[src/rtl/imem_pkg.sv]
// Shared constants and FSM encoding for the instruction-memory loader.
package imem_pkg;

   localparam int AWIDTH_DEF = 14;
   localparam int IMEM_DW    = 32;

   typedef enum logic [1:0] {
      ST_IDLE  = 2'd0,
      ST_LOAD  = 2'd1,
      ST_FLUSH = 2'd2,
      ST_DONE  = 2'd3
   } state_t;

endpackage

[src/rtl/imem_load_ctrl_if.sv]
// Byte-stream input and IMEM port-A / CPU-fetch side of the loader.
interface imem_load_ctrl_if
   import imem_pkg::*;
#(
   parameter int AWIDTH = AWIDTH_DEF
);

   // Stream handshake: a byte transfers in every cycle where in_valid && in_ready;
   // in_data must be stable while in_valid is high, in_ready never depends on in_valid.
   logic [7:0]         in_data;
   logic               in_valid;
   logic               in_ready;
   logic [AWIDTH-1:0]  fetch_addr;
   logic [AWIDTH-1:0]  imem_addra;
   logic [IMEM_DW-1:0] imem_dina;
   logic [3:0]         imem_wea;
   logic               cpu_hold;

   modport master (
      input  in_data, in_valid, fetch_addr,
      output in_ready, imem_addra, imem_dina, imem_wea, cpu_hold
   );

   modport slave (
      output in_data, in_valid, fetch_addr,
      input  in_ready, imem_addra, imem_dina, imem_wea, cpu_hold
   );

endinterface

[src/rtl/imem_load_ctrl.sv]
// Streams program bytes into IMEM port A one byte lane at a time while holding the CPU;
// port A falls back to the CPU fetch address whenever no write is pending.
module imem_load_ctrl
   import imem_pkg::*;
#(
   parameter int AWIDTH = AWIDTH_DEF,
   parameter int LEN_W  = 16
) (
   input  logic                clk,
   input  logic                rst_n,
   input  logic                start,
   input  logic [AWIDTH-1:0]   base_addr,
   input  logic [LEN_W-1:0]    byte_len,
   input  logic                abort,
   imem_load_ctrl_if.master    bus,
   output logic                done,
   output logic [7:0]          checksum,
   output state_t              state
);

   state_t            state_q, state_d;
   logic [AWIDTH-1:0] base_q;
   logic [LEN_W-1:0]  len_q;
   logic [LEN_W-1:0]  cnt_q;
   logic [7:0]        sum_q;
   logic              wr_pend;
   logic [AWIDTH-1:0] wr_addr;
   logic [7:0]        wr_data;
   logic [1:0]        wr_lane;

   logic start_acc;
   logic accept;
   logic last_byte;

   assign start_acc = start && (state_q == ST_IDLE);
   assign accept    = bus.in_valid && (state_q == ST_LOAD);
   assign last_byte = (cnt_q == len_q - LEN_W'(1));

   always_comb begin
      state_d = state_q;
      case (state_q)
         ST_IDLE:  if (start) state_d = (byte_len == '0) ? ST_DONE : ST_LOAD;
         // abort wins over a simultaneous last byte; that byte is still written
         ST_LOAD: begin
            if (abort)                      state_d = ST_IDLE;
            else if (accept && last_byte)   state_d = ST_FLUSH;
         end
         ST_FLUSH: state_d = ST_DONE;
         ST_DONE:  state_d = ST_IDLE;
         default:  state_d = ST_IDLE;
      endcase
   end

   always_ff @(posedge clk or negedge rst_n) begin
      if (!rst_n) begin
         state_q <= ST_IDLE;
         base_q  <= '0;
         len_q   <= '0;
         cnt_q   <= '0;
         sum_q   <= '0;
         wr_pend <= 1'b0;
         wr_addr <= '0;
         wr_data <= '0;
         wr_lane <= '0;
      end else begin
         state_q <= state_d;
         wr_pend <= accept;
         if (accept) begin
            wr_addr <= base_q + AWIDTH'(cnt_q >> 2);
            wr_data <= bus.in_data;
            wr_lane <= cnt_q[1:0];
            cnt_q   <= cnt_q + LEN_W'(1);
            sum_q   <= sum_q + bus.in_data;
         end
         if (start_acc) begin
            base_q <= base_addr;
            len_q  <= byte_len;
            cnt_q  <= '0;
            sum_q  <= '0;
         end
      end
   end

   always_comb begin
      bus.in_ready   = (state_q == ST_LOAD);
      bus.imem_wea   = wr_pend ? (4'b0001 << wr_lane) : 4'b0000;
      bus.imem_dina  = {4{wr_data}};
      bus.imem_addra = wr_pend ? wr_addr : bus.fetch_addr;
      bus.cpu_hold   = (state_q != ST_IDLE) || wr_pend;
   end

   assign done     = (state_q == ST_DONE);
   assign checksum = sum_q;
   assign state    = state_q;

endmodule

[src/flat_wrapper.sv]
// flat-port wrapper written by rule: the top's interface ports become plain ports
module imem_load_ctrl_flat import imem_pkg::*;
#(
   parameter int AWIDTH = AWIDTH_DEF,
   parameter int LEN_W  = 16
)
  (clk, rst_n, start, base_addr, byte_len, abort, done, checksum, state, bus_in_data, bus_in_valid, bus_fetch_addr, bus_in_ready, bus_imem_addra, bus_imem_dina, bus_imem_wea, bus_cpu_hold);
  imem_load_ctrl_if #(.AWIDTH(AWIDTH)) bus_i ();
  input  logic clk;
  input  logic rst_n;
  input  logic start;
  input  logic [AWIDTH-1:0] base_addr;
  input  logic [LEN_W-1:0] byte_len;
  input  logic abort;
  output logic done;
  output logic [7:0] checksum;
  output state_t state;
  input wire logic [$bits(bus_i.in_data)-1:0] bus_in_data;
  input wire logic [$bits(bus_i.in_valid)-1:0] bus_in_valid;
  input wire logic [$bits(bus_i.fetch_addr)-1:0] bus_fetch_addr;
  output wire logic [$bits(bus_i.in_ready)-1:0] bus_in_ready;
  output wire logic [$bits(bus_i.imem_addra)-1:0] bus_imem_addra;
  output wire logic [$bits(bus_i.imem_dina)-1:0] bus_imem_dina;
  output wire logic [$bits(bus_i.imem_wea)-1:0] bus_imem_wea;
  output wire logic [$bits(bus_i.cpu_hold)-1:0] bus_cpu_hold;
  assign bus_i.in_data = bus_in_data;
  assign bus_i.in_valid = bus_in_valid;
  assign bus_i.fetch_addr = bus_fetch_addr;
  assign bus_in_ready = bus_i.in_ready;
  assign bus_imem_addra = bus_i.imem_addra;
  assign bus_imem_dina = bus_i.imem_dina;
  assign bus_imem_wea = bus_i.imem_wea;
  assign bus_cpu_hold = bus_i.cpu_hold;
  imem_load_ctrl #(.AWIDTH(AWIDTH), .LEN_W(LEN_W)) u_core (.clk(clk), .rst_n(rst_n), .start(start), .base_addr(base_addr), .byte_len(byte_len), .abort(abort), .bus(bus_i), .done(done), .checksum(checksum), .state(state));
endmodule
[config.mk]
export PLATFORM = sky130hd
export DESIGN_NAME = imem_load_ctrl_flat
export DESIGN_NICKNAME = d
export VERILOG_FILES = /design/src/rtl/imem_pkg.sv /design/src/rtl/imem_load_ctrl_if.sv /design/src/rtl/imem_load_ctrl.sv /design/src/flat_wrapper.sv
export SDC_FILE = /design/constraint.sdc
export NUM_CORES = 1
export LEC_CHECK = 0
export ABC_AREA = 1
export BUFFER_PORTS_ARGS = -buffer_cell sky130_fd_sc_hd__buf_2
export CAP_MARGIN = 0
export CELL_PAD_IN_SITES_DETAIL_PLACEMENT = 1
export CELL_PAD_IN_SITES_GLOBAL_PLACEMENT = 2
export CORE_MARGIN = 5
export CORE_UTILIZATION = 27
export CTS_CLUSTER_DIAMETER = 120
export DETAILED_ROUTE_END_ITERATION = 7
export PLACE_DENSITY = 0.76
export REMOVE_ABC_BUFFERS = 1
export SETUP_SLACK_MARGIN = 0.5
export SLEW_MARGIN = 10
export SYNTH_ARGS = -nofsm -noshare
export SYNTH_HDL_FRONTEND = slang
export SYNTH_SLANG_ARGS = --single-unit
[constraint.sdc]
create_clock -name clk -period 2 [get_ports clk]
set_clock_uncertainty 0.1 [all_clocks]
set_input_delay 0.1 -clock clk [delete_from_list [all_inputs] [get_ports clk]]
set_output_delay 0.1 -clock clk [all_outputs]
set_load 0.005 [all_outputs]
==> After elaboration in Yosys (flattened, before gate mapping) <==
Index checks and enable logic that the tools add are counted.
{ "word_totals": {"inputBits": 57, "elab_cells": 40, "register_bits": 81} }
{ "classes": {"n_shift": 1, "addsub": 4, "reduce_logical": 9, "muxes": 11, "n_eq_ne": 6} }
{ "op_table": {"columns": ["op", "n"], "rows": [
  ["$mux 16", 2],
  ["$add 16x1->16 const B", 1],
  ["$eq 16x16->1", 1],
  ["$logic_not 16->1", 1],
  ["$mux 8", 2],
  ["$sub 16x1->16 const B", 1],
  ["$add 14x14->14", 1],
  ["$mux 14", 1],
  ["$add 8x8->8", 1],
  ["$mux 2", 4],
  ["$pmux 2 s4", 1],
  ["$eq 2x2->1 const B", 2],
  ["$mux 4", 1],
  ["$reduce_bool 2->1", 2],
  ["$shl 1x2->4 const A", 1],
  ["$logic_and 1x1->1", 3],
  ["$ne 3x2->1 const B", 1],
  ["$eq 2x1->1 const B", 1],
  ["$logic_not 2->1", 1],
  ["$ne 2x2->1 const B", 1],
  ["$reduce_and 2->1", 1],
  ["$logic_or 1x1->1", 1]
]} }

==> Depth between registers and ports, before layout <==
Gate-level depths: netlist (run 1).
{ "depth": {"depth_word": 6, "mapped_depth": 14} }

==> Least setup slack after synthesis (run 1) <==
No wires, ideal clock.
{ "synth_timing": {"path_type": "reg-to-reg", "from": "register u_core.cnt_q[4]", "to": "register u_core.wr_addr[9]", "setup_ps": 118, "path_buffers": 0, "period_less_slack_ps": 1912, "arrival_ps": 1695, "path_stages_with_launch": 12, "path_slack_ps": 88, "cell_sequence": "dfrtp_1 -> ha_1 -> a21oi_1 -> nand2_1 -> a21oi_1 -> o21ai_0 -> inv_1 -> nor2_1 -> nor2_1 -> nand2_1 -> nand3_1 -> nand2_1"} }
{ "synth_via": {"elab_chain_cells": 1} }
{ "synth_rtl": {"columns": ["element", "line", "rtl"], "rows": [
  ["start: declaration", "imem_load_ctrl.sv:24", "logic [LEN_W-1:0] cnt_q;"],
  ["start signal: assignment", "imem_load_ctrl.sv:72", "cnt_q <= cnt_q + LEN_W'(1);"],
  ["$add 14x14->14", "imem_load_ctrl.sv:69", "wr_addr <= base_q + AWIDTH'(cnt_q >> 2);"],
  ["end signal: assignment", "imem_load_ctrl.sv:69", null],
  ["end: declaration", "imem_load_ctrl.sv:27", "logic [AWIDTH-1:0] wr_addr;"]
]} }
No other way between the ends.
A chain may end at the register's enable or synchronous reset.

==> Worst setup path after layout (run 1) <==
{ "layout_timing": {"from": "register u_core.state_q[1], in the netlist u_core.state[1]", "to": "register u_core.cnt_q[15]"} }
{ "layout_via": {"elab_chain_cells": 3, "elab_cells_between_ends": 6} }
{ "layout_rtl": {"columns": ["element", "line", "rtl"], "rows": [
  ["start: declaration", "imem_load_ctrl.sv:21", "state_t state_q, state_d;"],
  ["start signal: assignment", "imem_load_ctrl.sv:66", "state_q <= state_d;"],
  ["$eq 2x1->1 / $logic_not 2->1 (equally long branches)", "imem_load_ctrl.sv:36, imem_load_ctrl.sv:35", null],
  ["$logic_and 1x1->1, on equally long branches", "imem_load_ctrl.sv:36, imem_load_ctrl.sv:35", null],
  ["$reduce_bool 2->1 (no source line) / $mux 16 (equally long branches)", null, null]
]} }
Several ways; a longest one is shown, not always the timed one.

==> results of run 1 <==
-- metrics by stage --
stage               utilization  setup slack (ps)  hold WS, ps
global placement         0.3279            -91.91        17.84
floorplan                     -            -964.8       -295.6
detailed placement       0.3279            -74.99        17.13
finish                   0.4726             84.27        42.46
CTS                      0.4403             102.6        14.86
global route             0.4726            -41.42        62.32
-- worst max-delay path: cells and delay by family (launching register included) --
| family | cells | cell delay, ps |
|---|---|---|
| DFF | 1 | 390 |
| AOI/OAI and AO/OA | 1 | 130 |
| and+or+nand+nor | 9 | 1020 |
| buffers and inverters | 2 | 210 |
-- state kept, by name, indices dropped and copies added (netlist names) --
| register | flops |
|---|---|
| u_core.wr_data | 8 |
| u_core.cnt_q | 16 |
| u_core.len_q | 16 |
| u_core.state | 2 |
| u_core.wr_addr | 14 |
| u_core.checksum | 8 |
| u_core.wr_pend | 1 |
| u_core.base_q | 14 |
| u_core.wr_lane | 2 |
-- worst paths after layout --
kind                            cells past startpoint                  to         startpoint  slack (ps)
worst min register to register                      2   u_core.wr_addr[9]  u_core.wr_addr[9]         400
max in group asynchronous                           3     u_core.len_q[7]              rst_n         910
worst min-delay path                                3  u_core.checksum[0]     bus_in_data[0]          40
worst max register to register                     12    u_core.cnt_q[15]    u_core.state[1]          80
min in group asynchronous                           2   u_core.wr_data[1]              rst_n         180
worst max-delay path                               12    u_core.cnt_q[15]    u_core.state[1]          80
-- routing by layer --
layer / vias up / track usage
met5: - / 0
met3: 25 / 0.02856
met2: 109 / 0.3152
li1: 2776 / -
met4: 0 / 0.04989
met1: 2711 / 0.2355
-- kinds of logic (layout without fill, tap and decap cells) --
| family | after synthesis | count (layout) | synth area share |
|---|---|---|---|
| buf+inv | 119 | 369 | 0.1034 |
| compound gates | 93 | 93 | 0.09552 |
| flops | 81 | 81 | 0.3878 |
| xor+xnor | 23 | 23 | 0.04118 |
| fa+ha+maj | 24 | 24 | 0.06033 |
| simple gates | 381 | 381 | 0.3117 |
-- cell usage in the layout (no fill, tap or decap), types with 24 or more instances in the layout --
master / instances
nor2_1: 37
dlygate4sd3_1: 41
nand2_1: 188
o21ai_1: 25
nand2_2: 53
buf_2: 118
buf_6: 24
buf_4: 67
inv_1: 60
dfrtp_1: 71
-- repair_timing --
item	CTS	global route
setup endpoints to repair	97	94
hold buffers	41	0
gates resized for setup	214	120
endpoints found under the hold margin	76	0
setup buffers	45	21
gates cloned	13	1
pin swaps	49	42
-- cell type report --
cell class / instances / area (µm²) / share of cell area
Clock buffer: 13 / 270.3 / 0.03027
Tap cell: 260 / 325.3 / 0.03643
Clock inverter: 2 / 12.51 / 0.001401
Inverter: 79 / 332.8 / 0.03728
Multi-Input combinational cell: 521 / 3602 / 0.4034
Sequential cell: 81 / 2039 / 0.2284
Timing Repair Buffer: 274 / 2335 / 0.2615
Timing Repair inverter: 1 / 11.26 / 0.001261
-- power by group through the flow --
| stage | Sequential (µW) | Combinational, µW | Clock, µW |
|---|---|---|---|
| after global routing | 3110 | 7630 | 1730 |
| after global placement | 2840 | 3970 | 0 |
| after CTS | 2920 | 6240 | 1680 |
| after floorplan | 2800 | 2310 | 0 |
| final | 3020 | 6970 | 1630 |
| after detailed placement | 2860 | 4010 | 0 |
==> results.ini, run 1 <==
[pwr]
p_total_uw=11620
clkPwrFrac=0.140
seq_power_share=0.260
swShare=0.4296
internal_power_uw=6629
power.density_nw_per_um2=1302
combinationalPowerShare=0.600
power.net_switching_uw=4993
ir_worst_vdd_mv=0.4978
cellLeakagePower_uw=0.004457

[floorplanning]
initial_core_util=0.2766
dieArea_um2=22240
core_area_um2=18890
die_x_um=149.1
die_h_um=149.1
num_rows=50
ios=120

[placement]
dp.cells=1095
io_buffers=119
placed_area_um2=6196
gp_congestion=0.8223
hpwl_um=12140

[setup_path]
required_ps=2180
cp-start-kind=flip-flop
worstSetupEndpointType=flip-flop
critical_path_arrival_ps=2090
path_cells=inv_2, nand2_4, nor2_4, buf_6, nand2_4, nor3_4, nand2_2, nor3_4, nand2_2, o21ai_2, nand2_1, nor2_1
slowest_delay_ps=390
cp_max_fo=4
crit_type=reg -> reg
slowest_stage=dfrtp_1

[sta]
grt_setup_unrepaired=yes
slew_viol_final=0
period_minus_slack_ps=1916
tightest_slew_ps=531.1
slew_headroom=0.6459
setup-tns-final_ps=0
finalSetupViolations=0
fin_crit_sh=0.9579
timing_hold_violations_final=0
fmax_ghz=0.5220

[grt]
grt_pass1_vias=5887
overflow=0
antenna_found_initial=0
grt_pass1_wl_um=31800
grt_max_degree=40
grt_use_total=0.1819

[clock_tree]
clk_pin_slew_ps=60
clk_root_buffer_cell=clkbuf_16
htree_num_levels=3
numCtsBuffers=9
tritoncts=done
clk_latency_ps=350
clockBufferDepth=2
cts_sinks=81

[detailed_routing]
drtIter0Drc=229
via_count=5621
drcViolationCount=0
dr_wl_met3_um=690
firstDrtPassIters=4
drt-met1-wl_um=9052
routedWlPerCell_um=16.70
wl_um=20560
ant_nets=0
routed.top_layer=met4
via_per_inst=4.566
wl_met2_um=10430

[final_layout]
drive_above_1_share=0.4645
syn_to_final_growth_pct=70.84
nFillCells=2258
fin_area_um2=8929
layout.nets=1048
fin_cells=1231
n_antenna_cell=0

[synth]
synthesis.area_um2=5226
synth_edf_count=0
syn_avg_cell_area_um2=7.249
synth.area.top_cells=dfrtp_1 (39%), nand2_1 (18%), inv_1 (5.5%)
synth_ff_type=dfrtp_1
post-synth-top-area-cell=dfrtp_1
yosysWarningCount=0
synthTopCellsByCount=nand2_1 (254), dfrtp_1 (81), inv_1 (76)
async_flop_share=1.000
yosys.cell_types.count=40
synth.top_cell.area_share=0.3878
synth.most_common_cell=nand2_1
ys_seq_elements=81
synth_cells=721
yosysSeqAreaShare=0.3878

[flow_run]
cap_violations=0

[status]
outcome=complete, no violations

[hold_path]
hp-class=in -> reg

(Power assumes the default switching activity.)
==> run 2: changes to the inputs <==
--- a/config.mk
+++ b/config.mk
@@ -10,6 +10,7 @@
 export CAP_MARGIN = 0
 export CELL_PAD_IN_SITES_DETAIL_PLACEMENT = 1
 export CELL_PAD_IN_SITES_GLOBAL_PLACEMENT = 2
+export CORE_ASPECT_RATIO = 0.5
 export CORE_MARGIN = 5
 export CORE_UTILIZATION = 27
 export CTS_CLUSTER_DIAMETER = 120
==> results.ini, run 2 (synthesis results as in run 1) <==
[final_layout]
top_regs=u_core.cnt_q x16, u_core.len_q x16
n_antenna_cell=0  ; unchanged
drive_above_1_share=0.4239  ; -0.04055
syn_to_final_growth_pct=63.04
fin_cells=1219  ; -0.97%
layout.nets=1031  ; -1.6%
postLayoutCoreUtil=0.4430  ; -0.02957
layout_common_cells=nand2_1 (210), buf_2 (117), dfrtp_1 (73)
mostFrequentLayoutCell=nand2_1
fin_area_um2=8521  ; -4.6%

[pwr]
clkPwrFrac=0.156  ; +0.016
swShare=0.4329  ; +0.003296
cellLeakagePower_uw=0.004276  ; -4.1%
ir_worst_vdd_mv=0.4523  ; -9.1%
seq_power_share=0.274  ; +0.014
internal_power_uw=6198  ; -6.5%
combinationalPowerShare=0.571  ; -0.029
power.density_nw_per_um2=1283  ; -1.5%
power.net_switching_uw=4731  ; -5.2%

[setup_path]
worstSetupEndpointType=flip-flop
crit_type=reg -> reg
r2r_slack_ps=80  ; about the same
critical_path_arrival_ps=2070  ; -20 ps
cp-start-kind=flip-flop
required_ps=2150  ; -30 ps
cp_max_fo=4  ; unchanged

[floorplanning]
dieArea_um2=22410  ; +0.76%
initial_core_util=0.2717  ; -0.004895
num_rows=36  ; -28%
ios=120  ; unchanged
die_h_um=108.4  ; -27%
die_x_um=206.8  ; +39%
core_area_um2=19230  ; +1.8%

[flow_run]
cap_violations=0  ; unchanged

[sta]
slew_viol_final=0  ; unchanged
tightest_slew_ps=396.2  ; -134.9 ps
fmax_ghz=0.5221  ; about the same
timing_hold_violations_final=0  ; unchanged
finalSetupViolations=0  ; unchanged
grt_setup_unrepaired=yes
setup-tns-final_ps=0  ; unchanged
period_minus_slack_ps=1915  ; -0.3517 ps
slew_headroom=0.7359  ; +0.08995
fin_crit_sh=0.9577  ; about the same
worst_slack_ps=84.63  ; +0.3517 ps

[grt]
grt_pass1_wl_um=30880  ; -2.9%
grt_pass1_vias=5962  ; +1.3%
antenna_found_initial=0  ; unchanged
grt_use_total=0.1754  ; -0.006554
overflow=0  ; unchanged
grt_max_degree=46  ; +15%

[clock_tree]
clockBufferDepth=2  ; unchanged
clk_latency_ps=340  ; about the same
numCtsBuffers=9  ; unchanged
cts_sinks=81  ; unchanged
htree_num_levels=3  ; unchanged
clk_pin_slew_ps=70  ; about the same
tritoncts=done
clk_root_buffer_cell=clkbuf_16

[hold_path]
hp-class=in -> async

[detailed_routing]
drcViolationCount=0  ; unchanged
drtIter0Drc=190  ; -17%
via_per_inst=4.559  ; -0.15%
via_count=5558  ; -1.1%
routedWlPerCell_um=16.98  ; +1.7%
ant_nets=0  ; unchanged
wl_um=20700  ; +0.71%
firstDrtPassIters=4  ; unchanged

[placement]
hpwl_um=13210  ; +8.8%
dp.cells=1100  ; +0.46%
placed_area_um2=6183  ; -0.20%
gp_congestion=0.8702  ; +5.8%
pre_cts_ws_ps=6.179  ; +81.17 ps
io_buffers=119  ; unchanged

[status]
outcome=complete, no violations

## run 2: cell count changes in the layout (fill, tap and decap cells not counted), sizes merged
cell | before | now
buf | 232 | 214
clkbuf | 14 | 15
bufinv | 0 | 1
clkinvlp | 3 | 1
## run 2: final timing paths
check	from	end	depth (start not counted)
max	u_core.state[1]	u_core.cnt_q[7]	11
min	rst_n	u_core.wr_data[3]	2
max reg2reg	u_core.state[1]	u_core.cnt_q[7]	11
min reg2reg	u_core.wr_addr[0]	u_core.wr_addr[0]	2
max in group asynchronous	rst_n	u_core.cnt_q[1]	3
min in group clk	bus_in_data[0]	u_core.checksum[0]	3
## run 2: area by class of cell
type	instances	area, µm²
timing repair buffer	258	2093
inverter	79	327.8
sequential	81	2037
fill	2322	10710
tap	266	332.8
multi-input combinational	521	3445
clock inverter	2	38.79
clock buffer	12	246.5
## run 2: layer usage
metal | track usage | vias to the layer above | part of all wire
met5 | 0 | - | 0
met4 | 0.03676 | 0 | 0.012
met3 | 0.02937 | 21 | 0.031
met2 | 0.3094 | 94 | 0.49
met1 | 0.2283 | 2705 | 0.46
li1 | - | 2738 | -
## run 2: critical path, cell delays in order (launching register included)
cell	delay (ps)
dfrtp_1	390
inv_2	80
nand2_4	50
nor2_4	210
nand2_4	90
nor3_4	160
nand2_2	120
buf_6	130
buf_6	120
nor2_2	110
a21oi_1	90
nor3_1	200
## run 2: through the flow
step	hold WS [ps]	power, µW
floorplan	-295.6	5108
global placement	-164.5	6748
detailed placement	-158.8	6858
CTS	35.21	9964
global route	43.28	11740
finish	34.47	10930
## run 2: power groups by stage
| stage | sequential [µW] | combinational (µW) | clock [µW] |
|---|---|---|---|
| after floorplan | 2800 | 2310 | 0 |
| after global placement | 2840 | 3910 | 0 |
| after detailed placement | 2870 | 3980 | 0 |
| after CTS | 2900 | 5340 | 1730 |
| after global routing | 3080 | 6860 | 1800 |
| final | 2990 | 6240 | 1700 |
## run 2: timing repair
action                                  in CTS  in global routing
hold endpoints to repair                   121                  0
endpoints found under the setup margin      96                 84
gates cloned                                 4                  3
gates resized for setup                    156                130
pin swaps                                   44                 44
buffers inserted                            38                 19
hold buffers                                41                  0
